**src/rtl/stream_pkg.sv**
```systemverilog
// Shared types for the stream arbiter: FSM state encoding,
// tag marker nibble and the largest supported requester count.
package stream_pkg;

  typedef enum logic [1:0] {
    ST_IDLE  = 2'd0,
    ST_TAG   = 2'd1,
    ST_BURST = 2'd2
  } state_t;

  localparam logic [3:0] TAG_MARK = 4'hA;
  localparam int         MAX_N    = 16;

endpackage

```
**src/rtl/stream_arbiter_if.sv**
```systemverilog
// Bundle of the arbiter's requester and output stream signals.
// master: arbiter side (drives in_ready/out_*/grant); slave: the environment.
interface stream_arbiter_if #(
  parameter int N = 4
);

  logic [N-1:0]   in_valid;
  logic [N-1:0]   in_ready;
  logic [8*N-1:0] in_data;
  logic           out_valid;
  logic           out_ready;
  logic [7:0]     out_data;
  logic [N-1:0]   grant;

  modport master (
    input  in_valid, in_data, out_ready,
    output in_ready, out_valid, out_data, grant
  );

  modport slave (
    output in_valid, in_data, out_ready,
    input  in_ready, out_valid, out_data, grant
  );

endinterface

```
**src/rtl/stream_arbiter_rr_pick.sv**
```systemverilog
// rr_pick: combinational round-robin priority encoder.
// Ports: req (requests), last (previous winner) -> gnt (one-hot), idx, any.
module rr_pick
  import stream_pkg::*;
#(
  parameter int N  = 4,
  parameter int IW = 2
) (
  input  logic [N-1:0]  req,
  input  logic [IW-1:0] last,
  output logic [N-1:0]  gnt,
  output logic [IW-1:0] idx,
  output logic          any
);

  logic hit;

  // Offsets 1..N from last visit every index once, nearest first,
  // so the previous winner is considered only when nobody else asks.
  always_comb begin
    gnt = '0;
    idx = '0;
    hit = 1'b0;
    for (int k = 1; k <= N; k++) begin
      for (int j = 0; j < N; j++) begin
        if (!hit && req[j] &&
            j == (int'(last) + k) % N) begin
          hit    = 1'b1;
          gnt[j] = 1'b1;
          idx    = IW'(j);
        end
      end
    end
    any = |req;
  end

endmodule

```
**src/rtl/stream_arbiter.sv**
```systemverilog
// Burst round-robin arbiter: N byte requesters share one valid/ready stream.
// Ports: clk, rst (async, high), bus (stream_arbiter_if.master).
// Optional STREAM_ARBITER_TAG_EN: emit {A, owner} tag byte before each burst.
module stream_arbiter
  import stream_pkg::*;
#(
  parameter int N     = 4,
  parameter int BURST = 4
) (
  input  logic              clk,
  input  logic              rst,
  stream_arbiter_if.master  bus
);

  localparam int IW = $clog2(N);
  localparam int CW = $clog2(BURST + 1);

  state_t          state_q, state_d;
  logic [N-1:0]    grant_q, grant_d;
  logic [IW-1:0]   last_q, last_d;
  logic [CW-1:0]   count_q, count_d;

  logic [N-1:0]    pick_oh;
  logic [IW-1:0]   pick_idx;
  logic            pick_any;

  logic            owner_valid;
  logic [7:0]      owner_data;
  logic [CW-1:0]   count_inc;
  logic            last_beat;

  logic            out_valid_c;
  logic [7:0]      out_data_c;
  logic [N-1:0]    in_ready_c;

  rr_pick #(
    .N  (N),
    .IW (IW)
  ) u_pick (
    .req  (bus.in_valid),
    .last (last_q),
    .gnt  (pick_oh),
    .idx  (pick_idx),
    .any  (pick_any)
  );

  // last_q doubles as the owner index while a grant is held.
  always_comb begin
    owner_valid = 1'b0;
    owner_data  = '0;
    for (int j = 0; j < N; j++) begin
      if (last_q == IW'(j)) begin
        owner_valid = bus.in_valid[j];
        owner_data  = bus.in_data[8*j +: 8];
      end
    end
  end

  assign count_inc = count_q + 1'b1;
  assign last_beat = (count_inc == CW'(BURST));

  always_ff @(posedge clk or posedge rst) begin
    if (rst) begin
      state_q <= ST_IDLE;
      grant_q <= '0;
      last_q  <= IW'(N - 1);
      count_q <= '0;
    end else begin
      state_q <= state_d;
      grant_q <= grant_d;
      last_q  <= last_d;
      count_q <= count_d;
    end
  end

  always_comb begin
    state_d = state_q;
    grant_d = grant_q;
    last_d  = last_q;
    count_d = count_q;
    unique case (state_q)
      ST_IDLE: begin
        if (pick_any) begin
          grant_d = pick_oh;
          last_d  = pick_idx;
          count_d = '0;
`ifdef STREAM_ARBITER_TAG_EN
          state_d = ST_TAG;
`else
          state_d = ST_BURST;
`endif
        end
      end
`ifdef STREAM_ARBITER_TAG_EN
      ST_TAG: begin
        if (bus.out_ready) state_d = ST_BURST;
      end
`endif
      ST_BURST: begin
        if (!owner_valid) begin
          state_d = ST_IDLE;
          grant_d = '0;
          count_d = '0;
        end else if (bus.out_ready) begin
          if (last_beat) begin
            state_d = ST_IDLE;
            grant_d = '0;
            count_d = '0;
          end else begin
            count_d = count_inc;
          end
        end
      end
      default: begin
        state_d = ST_IDLE;
        grant_d = '0;
        count_d = '0;
      end
    endcase
  end

  always_comb begin
    out_valid_c = 1'b0;
    out_data_c  = '0;
    in_ready_c  = '0;
    unique case (state_q)
`ifdef STREAM_ARBITER_TAG_EN
      ST_TAG: begin
        out_valid_c = 1'b1;
        out_data_c  = {TAG_MARK, 4'(last_q)};
      end
`endif
      ST_BURST: begin
        out_valid_c = owner_valid;
        out_data_c  = owner_data;
        in_ready_c  = grant_q & {N{bus.out_ready}};
      end
      default: begin
        out_valid_c = 1'b0;
      end
    endcase
  end

  assign bus.out_valid = out_valid_c;
  assign bus.out_data  = out_data_c;
  assign bus.in_ready  = in_ready_c;
  assign bus.grant     = grant_q;

endmodule

```
**src/flat_wrapper.sv**
```systemverilog
// flat-port wrapper written by rule: the top's interface ports become plain ports
module stream_arbiter_flat import stream_pkg::*;
#(
  parameter int N     = 4,
  parameter int BURST = 4
)
  (clk, rst, bus_in_valid, bus_in_data, bus_out_ready, bus_in_ready, bus_out_valid, bus_out_data, bus_grant);
  stream_arbiter_if #(.N(N)) bus_i ();
  input  logic clk;
  input  logic rst;
  input wire logic [$bits(bus_i.in_valid)-1:0] bus_in_valid;
  input wire logic [$bits(bus_i.in_data)-1:0] bus_in_data;
  input wire logic [$bits(bus_i.out_ready)-1:0] bus_out_ready;
  output wire logic [$bits(bus_i.in_ready)-1:0] bus_in_ready;
  output wire logic [$bits(bus_i.out_valid)-1:0] bus_out_valid;
  output wire logic [$bits(bus_i.out_data)-1:0] bus_out_data;
  output wire logic [$bits(bus_i.grant)-1:0] bus_grant;
  assign bus_i.in_valid = bus_in_valid;
  assign bus_i.in_data = bus_in_data;
  assign bus_i.out_ready = bus_out_ready;
  assign bus_in_ready = bus_i.in_ready;
  assign bus_out_valid = bus_i.out_valid;
  assign bus_out_data = bus_i.out_data;
  assign bus_grant = bus_i.grant;
  stream_arbiter #(.N(N), .BURST(BURST)) u_core (.clk(clk), .rst(rst), .bus(bus_i));
endmodule
```
**config.mk**
```make
export PLATFORM = sky130hd
export DESIGN_NAME = stream_arbiter_flat
export DESIGN_NICKNAME = d
export VERILOG_FILES = /design/src/rtl/stream_pkg.sv /design/src/rtl/stream_arbiter_if.sv /design/src/rtl/stream_arbiter_rr_pick.sv /design/src/rtl/stream_arbiter.sv /design/src/flat_wrapper.sv
export SDC_FILE = /design/constraint.sdc
export NUM_CORES = 1
export LEC_CHECK = 0
export ABC_AREA = 1
export BUFFER_PORTS_ARGS = -buffer_cell sky130_fd_sc_hd__clkbuf_2
export CAP_MARGIN = 20
export CORE_MARGIN = 2
export CORE_UTILIZATION = 34
export DETAILED_ROUTE_END_ITERATION = 10
export SLEW_MARGIN = 20
export SYNTH_ARGS = -nofsm -noshare
export SYNTH_HDL_FRONTEND = slang
export SYNTH_SLANG_ARGS = --single-unit
```
**constraint.sdc**
```tcl
create_clock -name clk -period 4.4 [get_ports clk]
set_input_delay 1.32 -clock clk [delete_from_list [all_inputs] [get_ports clk]]
set_output_delay 1.32 -clock clk [all_outputs]
set_load 0.005 [all_outputs]
```
# Yosys cells after proc, flatten, opt, wreduce, memory -nomap -nowiden
# Index checks and enable logic that the tools add are counted.
# word_totals
reg_bits	11
word_cells	165
# op_classes
add_sub_neg	5
eq_ne	20
n_mux	71
bitwise	5
reduce_logical	60
# ops
operator	count
zero test 32 bit	4
two-way mux 8 bit	5
two-way mux 1 bit	36
two-way mux 2 bit	18
logical AND 1 bit	31
== test 3 bit (first input constant)	8
two-way mux 4 bit	5
zero test 1 bit	15
== test 2 x 3 -> 1 bit (first input constant)	4
two-way mux 3 bit	4
one-hot mux 4 bit (2 select lines)	1
OR reduction 2 bit	4
== test 2 bit (second input constant)	3
inequality test 3 bit (second input constant)	2
one-hot mux 3 bit (2 select lines)	1
adder 2 x 1 -> 2 bit (second input constant)	2
adder 2 bit (second input constant)	2
AND 1 bit (first input constant)	4
AND 4 bit	1
zero test 2 bit	2
one-hot mux 2 bit (2 select lines)	1
AND reduction 2 bit	2
OR reduction 4 bit	1
adder 3 x 1 -> 3 bit (second input constant)	1
4 further kinds	4

# Longest topological paths before layout
# depth
word_depth	68
depth_mapped	14

# Modules after synthesis
# From an unflattened synthesis, not the netlist that was laid out.
# unflattened
hier_cells	195
area_unflattened_um2	1222.4
# by_module_without_submodules
module	instances	cells_per_inst	area_each_um2	seq_area_each_um2
stream_arbiter	1	132	885.8	252.7
rr_pick	1	63	336.6	0.0

# Least setup slack after synthesis
# No wires, ideal clock.
# synth_path
path_kind	input port to output port
startpoint	input bus_in_valid[3]
endpoint	output bus_out_valid
arrival_time_ns	1.907
t_required_ns	3.080
slack_ns	1.173
stages	4
path_buffers	0
path_cell_list	inv_1 nor2_1 a211oi_1 nor2_1
# synth_between
elab_chain_cells	2
# synth_lines
element	line_no	source
from (decl)	flat_wrapper.sv:11	input wire logic [$bits(bus_i.in_valid)-1:0] bus_in_valid;
two-way mux 1 bit	stream_arbiter.sv:52	if (last_q == IW'(j)) begin
two-way mux 1 bit	stream_arbiter.sv:126	unique case (state_q)
to (decl)	flat_wrapper.sv:15	output wire logic [$bits(bus_i.out_valid)-1:0] bus_out_valid;
# No other way between the ends.

# Worst setup path in the final report
# layout_path
startpoint	input bus_in_valid[1]
endpoint	output bus_out_valid
# layout_between
elab_chain_cells	4
# layout_lines
element	line_no
two-way mux 1 bit (3 in a row)	stream_arbiter.sv:52
two-way mux 1 bit	stream_arbiter.sv:126
# No other way between the ends.

==> impl_metrics.tcl <==
set metrics [dict create \
    rows 20 \
    synth_area_sq_um 1096 \
    finalMaxSlewViolations 0 \
    drc_errors 0 \
    synth_cell_types 36 \
    grt_usage 0.1815 \
    combPwrFrac 0.734 \
    antenna_left 0 \
    clk_latency_ps 250 \
    p_leak_nw 0.7849 \
    pwr-share-clk 0.062 \
    synth_warnings 0 \
    ir_worst_vdd_mv 0.3183 \
    clock_path_buffers 2 \
    grt_pass1_vias 1171 \
    cts-htree-levels 1 \
    ys_seq_elements 10 \
    outcome "complete, no violations" \
    hold_class "flop to flop" \
    grt_max_degree 12 \
    rsz0062_at_grt "false" \
    start_util 0.3590 \
    fin_setup_tns_ps 0 \
    clock_skew_ps 2.770 \
    dieArea_sq_um 3694 \
    synth_area_leaders "dfrtp_1 18%, nand2_1 13%, nor2_1 11%, inv_1 7.9%, nand3_1 5.5%" \
    nFillCells 353 \
    drt_iter0_markers 48 \
    start_kind "input pin" \
    place_congestion 0.8151 \
    worstPathRequired_ps 3080 \
    die_x_microns 60.78 \
    wl_met2_microns 1458 \
    p_per_area_nw_per_um2 655.7 \
    cts_tree "yes" \
    seq_area_frac_synth 0.2306 \
    hold_viol 0 \
    setup_viol 0 \
    postLayoutCellArea_sq_um 1429 \
    met1Wirelength_microns 1524 \
    top_layer_used "met4" \
    ios 56 \
    worst_setup_path_end_kind "output port" \
    die_h_microns 60.78 \
    relSlewSlack 0.7568 \
    mappedNetlistNets 215 \
    coreArea_sq_um 3053 \
    synth_edf_count 0 \
    clkTransAtPathRegs_ps 60 \
    drv_cap 0 \
    cts.sinks 10 \
    syn2layout_area_growth_pct 30.37 \
    avgRoutedWirePerCell_microns 11.28 \
    dpl.hpwl_microns 2588 \
    syn_area_per_cell_sq_um 6.299 \
    viasPerCell 4.799 \
    antenna_cells 0 \
    synth_top_area_frac 0.1826 \
    cts_hold_buf 0 \
    antenna_found_initial 0 \
    cts_root_buf "clkbuf_4" \
    final_nets 272 \
    fmax_mhz 278.3 \
    postSynthCellCount 174 \
    critPathMaxFanout 7 \
    async_reset_ff_frac 1.000 \
    seqPwrFrac 0.204 \
    placed_area_sq_um 1406 \
    fin_crit_sh 0.8167 \
    grt_pass1_wl_microns 5181 \
    wl_met3_microns 77 \
    cts_made_buffers 3 \
    yosysMostFrequentCell "nand2_1" \
    period_needed_ps 3594 \
    wirelength_microns 3080 \
    overflow 0 \
    cts_resized 0 \
    sw_frac_of_total 0.5393 \
    tightest_slew_ps 362.0 \
    synth_top_area_cell "dfrtp_1" \
    p_int_mw 0.4317 \
    io_buffers 55 \
    synth.cells.most_frequent "39 x nand2_1, 33 x nor2_1, 23 x inv_1" \
    p_switching_mw 0.5053 \
    first_pass_iters 4 \
    crit_type "input pin to output port" \
    num_vias 1310 \
    drive_gt1_frac 0.3275 \
    cts_setup_buffers 0 \
    synth_flop_cell "dfrtp_1" \
    crit_arrival_ps 2270 \
]
==> metrics by stage <==
step / utilization / std cells / hold WS (ps) / worst slack [ps] / power (mW)
floorplan: - / 174 / 493.6 / 1173 / 0.6891
global placement: 0.4607 / 270 / 501.2 / 797.4 / 0.8773
detailed placement: 0.4607 / 270 / 501.3 / 794.8 / 0.8785
CTS: 0.4680 / 273 / 516.1 / 793.5 / 0.9409
global route: 0.4680 / 273 / 531.5 / 698.6 / 1.038
finish: 0.4680 / 273 / 509.7 / 806.3 / 0.9370
==> routing by layer <==
layer,up-vias,track usage
met3,2,0.02345
met2,26,0.3026
met1,591,0.2516
met4,0,0.03727
li1,691,-
met5,-,0
==> power by group through the flow <==
stage	sequential [mW]	clock [mW]	combinational, mW
finish	0.191	0.0581	0.688
global route	0.196	0.0657	0.776
CTS	0.190	0.0614	0.689
detailed placement	0.192	0	0.687
global placement	0.192	0	0.685
floorplan	0.163	0	0.526
==> cell families (layout without fill, tap and decap cells) <==
family,after synthesis,after routing,synth area share
compound gates,29,29,0.1735
xor+xnor,1,1,0.007992
fa+ha+maj,2,2,0.02283
buf+inv,29,84,0.1073
flops,10,10,0.2306
mux,1,1,0.01027
simple gates,102,102,0.4475
==> placed cells by master, fill, tap and decap left out, types with 2 or more instances in the layout <==
master | synthesis | final
nand2_1 | 39 | 39
inv_1 | 23 | 23
nor3_1 | 2 | 2
clkbuf_2 | 0 | 55
dfrtp_1 | 8 | 8
nor2_4 | 4 | 4
dfstp_2 | 2 | 2
inv_2 | 2 | 2
nand3_1 | 12 | 12
o221ai_1 | 3 | 3
clkbuf_4 | 0 | 3
a21oi_1 | 7 | 7
o21ai_0 | 8 | 8
o22ai_1 | 2 | 2
nor2_2 | 3 | 3
nor2_1 | 33 | 33
nand4_2 | 2 | 2
ha_1 | 2 | 2
nand4_1 | 2 | 2
a221o_1 | 2 | 2
==> flip-flops by register name, indices dropped and copies added (netlist names) <==
name,cells
u_core.count_q,3
u_core.bus.grant,4
u_core.last_q,2
u_core.state_q,1
==> final cells by class <==
class,instances,area [sq um],share of cell area
Sequential cell,10,252.7,0.1769
Clock buffer,3,22.52,0.01576
Inverter,26,97.59,0.06830
Timing Repair Buffer,55,275.3,0.1926
Tap cell,44,55.05,0.03853
Multi-Input combinational cell,135,725.7,0.5079
==> critical path: stages <==
cell and delay, ps:
clkbuf_2 150, inv_1 60, nor2_2 130, inv_1 50, nand2_1 70, a211oi_1 60
nor2_1 260, clkbuf_2 170
==> final timing paths <==
| kind | startpoint | endpoint | slack (ps) | cells after the start |
|---|---|---|---|---|
| max in group asynchronous | rst | u_core.last_q[0] | 3090 | 2 |
| worst max-delay path | bus_in_valid[1] | bus_out_valid | 810 | 8 |
| min in group asynchronous | rst | u_core.count_q[2] | 1010 | 2 |
| worst min-delay path | u_core.bus.grant[3] | u_core.bus.grant[3] | 510 | 2 |
| worst max register to register | u_core.last_q[0] | u_core.bus.grant[0] | 2270 | 11 |
| worst min register to register | u_core.bus.grant[3] | u_core.bus.grant[3] | 510 | 2 |
No activity file was read; power rests on OpenSTA's default activity.
